`src/rtl/dsi_pkg.sv`:
```
// dsi_pkg: shared DSI data-lane state encoding, sync byte and LP line encodings
package dsi_pkg;
  typedef enum logic [3:0] {
    ST_IDLE,
    ST_REQ,
    ST_LP01,
    ST_LP00,
    ST_ZERO,
    ST_SYNC,
    ST_DATA,
    ST_LAST,
    ST_TRAIL,
    ST_EXIT,
    ST_DRAIN
  } state_t;
  localparam logic [7:0] SYNC_BYTE = 8'hB8;
  localparam logic [1:0] LP_11 = 2'b11;
  localparam logic [1:0] LP_01 = 2'b01;
  localparam logic [1:0] LP_00 = 2'b00;
endpackage

```
`src/rtl/data_lane_ctrl.sv`:
```
// data_lane_ctrl: byte-clock sequencer for one DSI data lane (LP entry, HS-zero, sync, payload, trail, LP exit)
//   byte_clk/byte_rst : byte clock, synchronous active-high reset
//   in_data/in_valid/in_last/in_ready : packet byte stream in
//   hs_req/hs_rdy/clk_idle : handshake with the clock lane
//   lp_p/lp_n : LP line levels; hs_data/hs_hi_z : byte and tri-state to the HS serializer
//   underrun : one-cycle pulse when the stream stalls mid-packet
module data_lane_ctrl
  import dsi_pkg::*;
#(
  parameter int ZERO_CYC  = 6,
  parameter int TRAIL_CYC = 4,
  parameter int EXIT_CYC  = 4
) (
  input  logic       byte_clk,
  input  logic       byte_rst,
  input  logic [7:0] in_data,
  input  logic       in_valid,
  input  logic       in_last,
  output logic       in_ready,
  output logic       hs_req,
  input  logic       hs_rdy,
  input  logic       clk_idle,
  output logic       lp_p,
  output logic       lp_n,
  output logic [7:0] hs_data,
  output logic       hs_hi_z,
  output logic       underrun
);
  state_t state, nxt;
  logic [3:0] cnt;
  logic [1:0] lp;
  logic drain;
  logic ur;
  assign in_ready = state inside {ST_SYNC, ST_DATA, ST_DRAIN};
  assign ur = (state inside {ST_SYNC, ST_DATA}) && !in_valid;
  assign lp_p = lp[1];
  assign lp_n = lp[0];
  // ST_LAST is the cycle that shows the final payload byte after it was accepted
  always_comb begin
    nxt = state;
    case (state)
      ST_IDLE:  nxt = in_valid && clk_idle ? ST_REQ : ST_IDLE;
      ST_REQ:   nxt = hs_rdy ? ST_LP01 : ST_REQ;
      ST_LP01:  nxt = ST_LP00;
      ST_LP00:  nxt = ST_ZERO;
      ST_ZERO:  nxt = cnt == 4'(ZERO_CYC - 1) ? ST_SYNC : ST_ZERO;
      ST_SYNC,
      ST_DATA:  nxt = !in_valid ? ST_TRAIL : in_last ? ST_LAST : ST_DATA;
      ST_LAST:  nxt = ST_TRAIL;
      ST_TRAIL: nxt = cnt == 4'(TRAIL_CYC - 1) ? ST_EXIT : ST_TRAIL;
      ST_EXIT:  nxt = !hs_req && clk_idle ? (drain ? ST_DRAIN : ST_IDLE) : ST_EXIT;
      ST_DRAIN: nxt = in_valid && in_last ? ST_IDLE : ST_DRAIN;
      default:  nxt = ST_IDLE;
    endcase
  end
  // outputs are registered from the next state so they line up with the state they belong to;
  // the trail byte is derived from whatever byte is on hs_data when TRAIL is entered
  always_ff @(posedge byte_clk) begin
    if (byte_rst) begin
      state    <= ST_IDLE;
      cnt      <= '0;
      lp       <= LP_11;
      hs_hi_z  <= 1'b1;
      hs_req   <= 1'b0;
      hs_data  <= 8'h00;
      underrun <= 1'b0;
      drain    <= 1'b0;
    end else begin
      state    <= nxt;
      cnt      <= nxt != state ? 4'd0 : state == ST_EXIT && !hs_req ? cnt : cnt + 4'd1;
      lp       <= nxt == ST_LP01 ? LP_01
                : nxt inside {ST_LP00, ST_ZERO, ST_SYNC, ST_DATA, ST_LAST, ST_TRAIL} ? LP_00 : LP_11;
      hs_hi_z  <= !(nxt inside {ST_ZERO, ST_SYNC, ST_DATA, ST_LAST, ST_TRAIL});
      hs_req   <= (nxt inside {ST_REQ, ST_LP01, ST_LP00, ST_ZERO, ST_SYNC, ST_DATA, ST_LAST, ST_TRAIL})
                || (nxt == ST_EXIT && (state != ST_EXIT || (hs_req && cnt != 4'(EXIT_CYC - 1))));
      hs_data  <= nxt == ST_SYNC ? SYNC_BYTE
                : nxt inside {ST_DATA, ST_LAST} ? in_data
                : nxt == ST_TRAIL ? (state == ST_TRAIL ? hs_data : {8{~hs_data[7]}}) : 8'h00;
      underrun <= ur;
      drain    <= ur ? 1'b1 : state == ST_EXIT && nxt != ST_EXIT ? 1'b0 : drain;
    end
  end
endmodule

```
`config.mk`:
```
export PLATFORM = sky130hd
export DESIGN_NAME = data_lane_ctrl
export DESIGN_NICKNAME = d
export VERILOG_FILES = /design/src/rtl/dsi_pkg.sv /design/src/rtl/data_lane_ctrl.sv
export SDC_FILE = /design/constraint.sdc
export NUM_CORES = 1
export LEC_CHECK = 0
export BUFFER_PORTS_ARGS = -buffer_cell sky130_fd_sc_hd__buf_4
export CORE_AREA = 2 2 98 53
export CTS_CLUSTER_SIZE = 16
export DETAILED_ROUTE_END_ITERATION = 16
export DIE_AREA = 0 0 100 55
export PLACE_DENSITY_LB_ADDON = 0.08
export SLEW_MARGIN = 15
export SYNTH_ARGS = -nofsm -noshare
export SYNTH_HDL_FRONTEND = slang
export SYNTH_SLANG_ARGS = --single-unit
```
`constraint.sdc`:
```
create_clock -name byte_clk -period 1.8 [get_ports byte_clk]
set_input_delay 0.36 -clock byte_clk [delete_from_list [all_inputs] [get_ports byte_clk]]
set_output_delay 0.36 -clock byte_clk [all_outputs]
set_load 0.02 [all_outputs]
```
==> impl_metrics.csv, run 1 <==
group,metric,value,unit
outcome,status,"finished, final reports clean",
clocking,clk_pin_slew,0.08,ns
sta,fmax,556.6,MHz
power,power.internal,0.8389,mW
global_routing,grt_antenna_before_repair,0,
finish,multiInputGateArea,968.4,µm²
sta,hold_slack,0.3291,ns
setup_path,crit_path_max_incr_delay,0.44,ns
finish,seqCellArea,455.4,µm²
finish,antenna_cells,0,
finish,nNetsFinal,231,
sta,setup_viol,0,
power,power_leakage,0.9018,nW
route,drt_iter0_drc,74,
setup_path,crit_path_end_kind,"flop",
floorplan,dieArea,0.005500,mm²
sta,tightest_slew,0.4722,ns
setup_path,critPathTopFamily,"simple AND/OR/NAND/NOR gates",
placement,dp.cells,261,
sta,skew,0.004162,ns
sta,rsz0062_at_grt,"true",
worst_hold_path,hp-class,"in -> reg",
power,ir_worst_vdd,0.0002896,V
clocking,cts_tree,"yes",
power,p_clk_share,26.6,%
finish,drive_above_1_share,50.00,%
clocking,root_buffer,"clkbuf_8",
placement,dpl_worst_slack,-0.1761,ns
route,ant_nets,0,
route,vias,1461,
floorplan,die_h,55,µm
flow_run,drv_cap,0,
clocking,cts_made_buffers,3,
power,p_per_area,562.0,mW/mm²
sta,slew-limit-headroom,68.49,%
floorplan,core,0.004684,mm²
setup_path,critical_path_buf_inv_count,1,
synthesis,synth-main-ff-cell,"dfxtp_1",
finish,final_cell_count_no_fill,274,
route,dr.pass1.iters,4,
floorplan,start_util,28.42,%
global_routing,grt_max_degree,15,
placement,hpwlAfterDp,3254,µm
setup_path,crit_fanout,8,
sta,setup_ws,0.003301,ns
route,wirelength,4624,µm
global_routing,overflow,0,
synthesis,synth_cells,153,
setup_path,cp-start-kind,"flop",
placement,gp_congestion,0.8622,
power,fin_total_pwr,1.191,mW
synthesis,synth_area_leaders,"dfxtp_1 33%, nand3_1 4.1%, a21o_1 2.8%, nand4_1 2.8%, a221oi_1 2.6%",
synthesis,yosys_warnings,0,
synthesis,ys_seq_area_share,33.08,%
synthesis,netlist_area,0.001331,mm²
finish,syn2layout_area_growth,59.21,%
global_routing,grt_pass1_wl,6989,µm
clocking,clk_latency,0.27,ns
clocking,htreeDepth,1,
setup_path,worstPathRequired,1.98,ns
clocking,cts_hold_buf,0,
power,power_frac_comb,29.5,%
sta,min_period_over_period,99.82,%
synthesis,synth_edf_count,0,
power,swShare,29.57,%
synthesis,yosysTopAreaCell,"dfxtp_1",
clocking,cts.sinks,22,
clocking,clockBufferDepth,2,
synthesis,ys_types,49,
floorplan,ios,28,
floorplan,die_w,100,µm
floorplan,num_rows,18,
route,wl_per_cell,16.88,µm
synthesis,synth_fp_nets,168,
sta,min_period,1.797,ns
synthesis,syn_area_per_cell,8.701,µm²
finish,nFillCells,462,
synthesis,synth-async-reset-ratio,0,%
sta,maxSlewViolCount,0,
sta,tns,0,ns
placement,port_buffers,27,
route,drc,0,
power,share_seq_of_total_power,43.8,%
global_routing,track_usage,17.14,%
sta,timing.final.hold_violations,0,
setup_path,cp_slowest_cell,"or4_4",
route,viasPerCell,5.332,
setup_path,regToRegSetupSlack,0.003,ns
power,switchingPower,0.3522,mW
setup_path,critical_path_class,"reg -> reg",
global_routing,first_global_vias,1313,
setup_path,arrival,1.97,ns
synthesis,yosysTopAreaCellShare,33.08,%
setup_path,cp_cell_sequence,"buf_6 > nand2b_4 > or4_4 > and4_4 > and2_4 > a221oi_2",
synthesis,synth_seq_cells,22,
[sequential cells by signal, indices dropped and copies added (netlist names)]
| register | flops |
|---|---|
| hs_data | 8 |
| cnt | 4 |
| state | 4 |
| lp | 2 |
| drain | 1 |
| hs_hi_z | 1 |
| hs_req | 1 |
| underrun | 1 |
[through the flow]
step                      cell area (µm²)  utilization [%]
after CTS                            1948            41.59
after global placement               1772            37.82
after detailed placement             1772            37.82
final                                2120            45.25
after floorplan                      1331                -
after global routing                 2120            45.25
[final timing paths]
kind	start	end	depth (start not counted)
max	state[0]	hs_data[2]	6
min	byte_rst	state[1]	2
min reg2reg	hs_data[1]	hs_data[1]	2
max reg2reg	state[0]	hs_data[2]	6
[cell usage after synthesis (3+ instances only)]
cell      instances
and3_1            5
nand4_1           6
a21o_1            5
xor2_1            3
a21oi_1           6
o21ai_0           3
a41oi_1           4
nand2b_1          5
nand2_1           8
nor2b_1           3
xnor2_1           3
a221oi_1          4
nand3_1          11
nor2_1            9
dfxtp_1          22
nor4_1            5
inv_1             8
[placed cells by master (no fill, tap or decap), types with 3 or more instances in the layout]
cell type and n:
a21o_1 5, a21oi_1 5, a221oi_2 4, a41oi_2 4, and3_1 5, buf_4 55
buf_6 10, clkbuf_8 3, dfxtp_1 18, dfxtp_4 4, inv_1 6, nand2_1 7
nand2b_1 3, nand3_1 11, nand4_1 6, nor2_1 8, nor4_1 4, o21ai_0 3
[kinds of logic (layout without fill, tap and decap cells)]
family | after synthesis | in the layout | share of synthesized area [%]
adders and majority gates | 1 | 1 | 0.9397
and+or+nand+nor | 69 | 69 | 33.08
buffers and inverters | 16 | 77 | 6.391
xor gates and xnor gates | 6 | 6 | 3.948
AOI/OAI and AO/OA | 37 | 37 | 21.05
muxes | 2 | 2 | 1.504
DFF | 22 | 22 | 33.08
[worst register-to-register path, delay by kind of cell, from the launching register on]
| family | cells | cell delay, ns |
|---|---|---|
| AOI/OAI and AO/OA | 1 | 0.28 |
| buffers and inverters | 1 | 0.11 |
| and+or+nand+nor | 4 | 0.93 |
| DFF | 1 | 0.39 |
[layer usage]
metal	GRT usage (%)	vias to the layer above	part of all wire, %
met4	4.110	0	0.87
met5	0	-	0
li1	-	705	-
met2	23.20	45	41
met3	3.769	5	6.6
met1	26.73	706	52
[final cells by class]
class / instances / area share (%)
timing repair buffer: 66 / 25.74
tap: 60 / 3.542
multi-input combinational: 115 / 45.69
inverter: 8 / 1.594
sequential: 22 / 21.49
clock buffer: 3 / 1.948
[power groups by stage]
stage	logic [mW]	registers [mW]	clock network [mW]
global placement	0.277	0.534	0
finish	0.352	0.522	0.317
detailed placement	0.273	0.535	0
floorplan	0.142	0.541	0
CTS	0.306	0.523	0.326
global route	0.379	0.526	0.344
[what timing repair did]
| item | 4_1_cts | 5_1_grt |
|---|---|---|
| resized for setup | 21 | 28 |
| buffers inserted | 6 | 6 |
| pin swaps | 4 | 15 |
| setup endpoints to repair | 17 | 17 |
No activity file was read; power rests on OpenSTA's default activity.
==> run 2, diff against run 1 <==
clock period = 2.2 ns   (was 1.8 ns; I/O delays follow)
==> run 2 against run 1 <==
  * Utilization fell by 8.5 points
  * Clock skew about the same
  * Die area did not move
  * First-iteration DRC count increased by 140%
  * Sequential cell count unchanged
  * Sequential power down 16%
  * Critical endpoint is now in_ready
  * Largest power group unchanged
  * Highest routed layer unchanged
==> impl_metrics.csv, run 2 (same netlist as run 1, synthesis figures left out) <==
group,metric,value,unit
outcome,status,"finished, final reports clean",
route,vias,1321,
sta,timing.final.hold_violations,0,
clocking,cts_made_buffers,3,
floorplan,dieArea,0.005500,mm²
setup_path,cp_cell_sequence,"buf_4 > nor2_1 > o21ai_0 > o31ai_1 > buf_4",
setup_path,crit_path_end_kind,"output port",
finish,antenna_cells,0,
power,share_seq_of_total_power,43.8,%
setup_path,worstPathRequired,1.76,ns
clocking,cts_tree,"yes",
setup_path,arrival,1.59,ns
finish,largest_reg_flops,8,
worst_hold_path,hold_depth,2,
global_routing,first_global_vias,1120,
global_routing,overflow,0,
finish,top_register,"hs_data",
sta,maxSlewViolCount,0,
clocking,clk_pin_slew,0.08,ns
setup_path,critical_path_class,"reg -> out",
setup_path,critPathTopFamily,"flip-flops",
power,p_per_area,578.5,mW/mm²
power,power_leakage,0.7322,nW
placement,port_buffers,27,
sta,tightest_slew,0.4417,ns
floorplan,num_rows,18,
route,drc,0,
global_routing,grt_antenna_before_repair,0,
placement,dpl-instance-area,0.001629,mm²
finish,nFillCells,491,
sta,tns,0,ns
power,p_clk_share,38.1,%
power,swShare,25.65,%
sta,slew-limit-headroom,70.51,%
placement,dpl_worst_slack,0.07378,ns
setup_path,crit_top_cell,"buf_4",
route,wirelength,3816,µm
power,power_frac_comb,18.1,%
global_routing,track_usage,14.51,%
finish,postLayoutCellArea,0.001723,mm²
floorplan,die_h,55,µm
route,drt_iter0_drc,181,
route,viasPerCell,5.327,
sta,rsz0062_at_grt,"false",
route,ant_nets,0,
clocking,root_buffer,"clkbuf_8",
setup_path,rr_endpoint,"hs_data[2]",
setup_path,rr_worst_depth,5,
setup_path,regToRegSetupSlack,0.23,ns
clocking,cts_hold_buf,0,
route,dr.pass1.iters,4,
route,wl_per_cell,15.39,µm
power,ir_worst_vdd,0.0002715,V
power,switchingPower,0.2557,mW
finish,final_cell_mix,"39 x buf_4, 20 x dfxtp_1, 11 x nand3_1",
setup_path,r2r-start,"state[3]",
floorplan,core,0.004684,mm²
worst_hold_path,hp-class,"in -> reg",
setup_path,cp-start-kind,"flop",
clocking,clk_latency,0.26,ns
sta,skew,0.004006,ns
setup_path,crit_path_max_incr_delay,0.60,ns
finish,nNetsFinal,204,
clocking,htreeDepth,1,
finish,syn2layout_area_growth,29.42,%
floorplan,ios,28,
global_routing,grt_max_degree,15,
sta,fmax,491.8,MHz
setup_path,cp_slowest_cell,"dfxtp_1",
placement,gp_congestion,0.8648,
setup_path,path_depth,5,
placement,hpwlAfterDp,2911,µm
finish,top_regs,"hs_data x8, cnt x4, state x4",
sta,setup_viol,0,
global_routing,grt_pass1_wl,6120,µm
setup_path,crit_fanout,13,
flow_run,drv_cap,0,
sta,min_period_over_period,92.42,%
clocking,cts.sinks,22,
sta,setup_ws,0.1667,ns
worst_hold_path,holdPathEnd,"state[1]",
power,power.internal,0.7410,mW
power,fin_total_pwr,0.9967,mW
clocking,clockBufferDepth,2,
floorplan,start_util,28.42,%
worst_hold_path,min_from,"byte_rst",
setup_path,critical_path_buf_inv_count,2,
floorplan,die_w,100,µm
sta,min_period,2.033,ns
finish,drive_above_1_share,28.19,%
finish,final_common_cell,"buf_4",
-- run 2: changes by cell type in the layout (fill, tap and decap cells not counted), sizes merged --
cell      before  now
inv            7    8
clkinvlp       1    0
buf           66   39
bufinv         0    1
-- run 2: per-layer routing --
layer  vias up  GRT usage, %  share of wire [%]
li1        651             -                  -
met1       601         24.34                 56
met2        67         17.45                 35
met3         2         3.141                8.0
met4         0         2.740               0.37
met5         -             0                  0
-- run 2: area by class of cell --
cell class,instances,area (µm²),share of cell area [%]
Tap cell,60,75.07,4.357
Clock inverter,1,30.03,1.743
Sequential cell,22,442.9,25.71
Multi-Input combinational cell,115,810.8,47.06
Timing Repair Buffer,39,292.8,16.99
Inverter,8,30.03,1.743
Clock buffer,3,41.29,2.397
-- run 2: per-stage QoR --
| step | hold WS (ns) | std cells | util, % |
|---|---|---|---|
| 4_1_cts | 0.4164 | 246 | 36.30 |
| 6_report | 0.4232 | 248 | 36.78 |
| 3_3_place_gp | 0.4581 | 242 | 34.78 |
| 3_5_place_dp | 0.4622 | 242 | 34.78 |
| 2_1_floorplan | 0.4675 | 153 | - |
| 5_1_grt | 0.4220 | 248 | 36.78 |
-- run 2: worst max-delay path by stage --
stage / from / end / slack [ns]
detailed placement: state[1] / cnt[2] / 0.07
global route: state[3] / in_ready / 0.03
finish: state[3] / in_ready / 0.17
CTS: state[1] / cnt[3] / 0.05
global placement: state[1] / cnt[3] / 0.09
floorplan: hs_rdy / hs_data[3] / 0.54
-- run 2: what timing repair did --
item,CTS,global route
resized for setup,0,4
setup endpoints to repair,0,16
buffers inserted,0,2
hold endpoints to repair,0,0
-- run 2: power groups by stage --
| stage | logic, mW | clock network, mW | registers, mW |
|---|---|---|---|
| after global placement | 0.171 | 0 | 0.446 |
| after detailed placement | 0.166 | 0 | 0.445 |
| final | 0.180 | 0.380 | 0.437 |
| after CTS | 0.167 | 0.389 | 0.436 |
| after global routing | 0.196 | 0.406 | 0.441 |
| after floorplan | 0.116 | 0 | 0.443 |
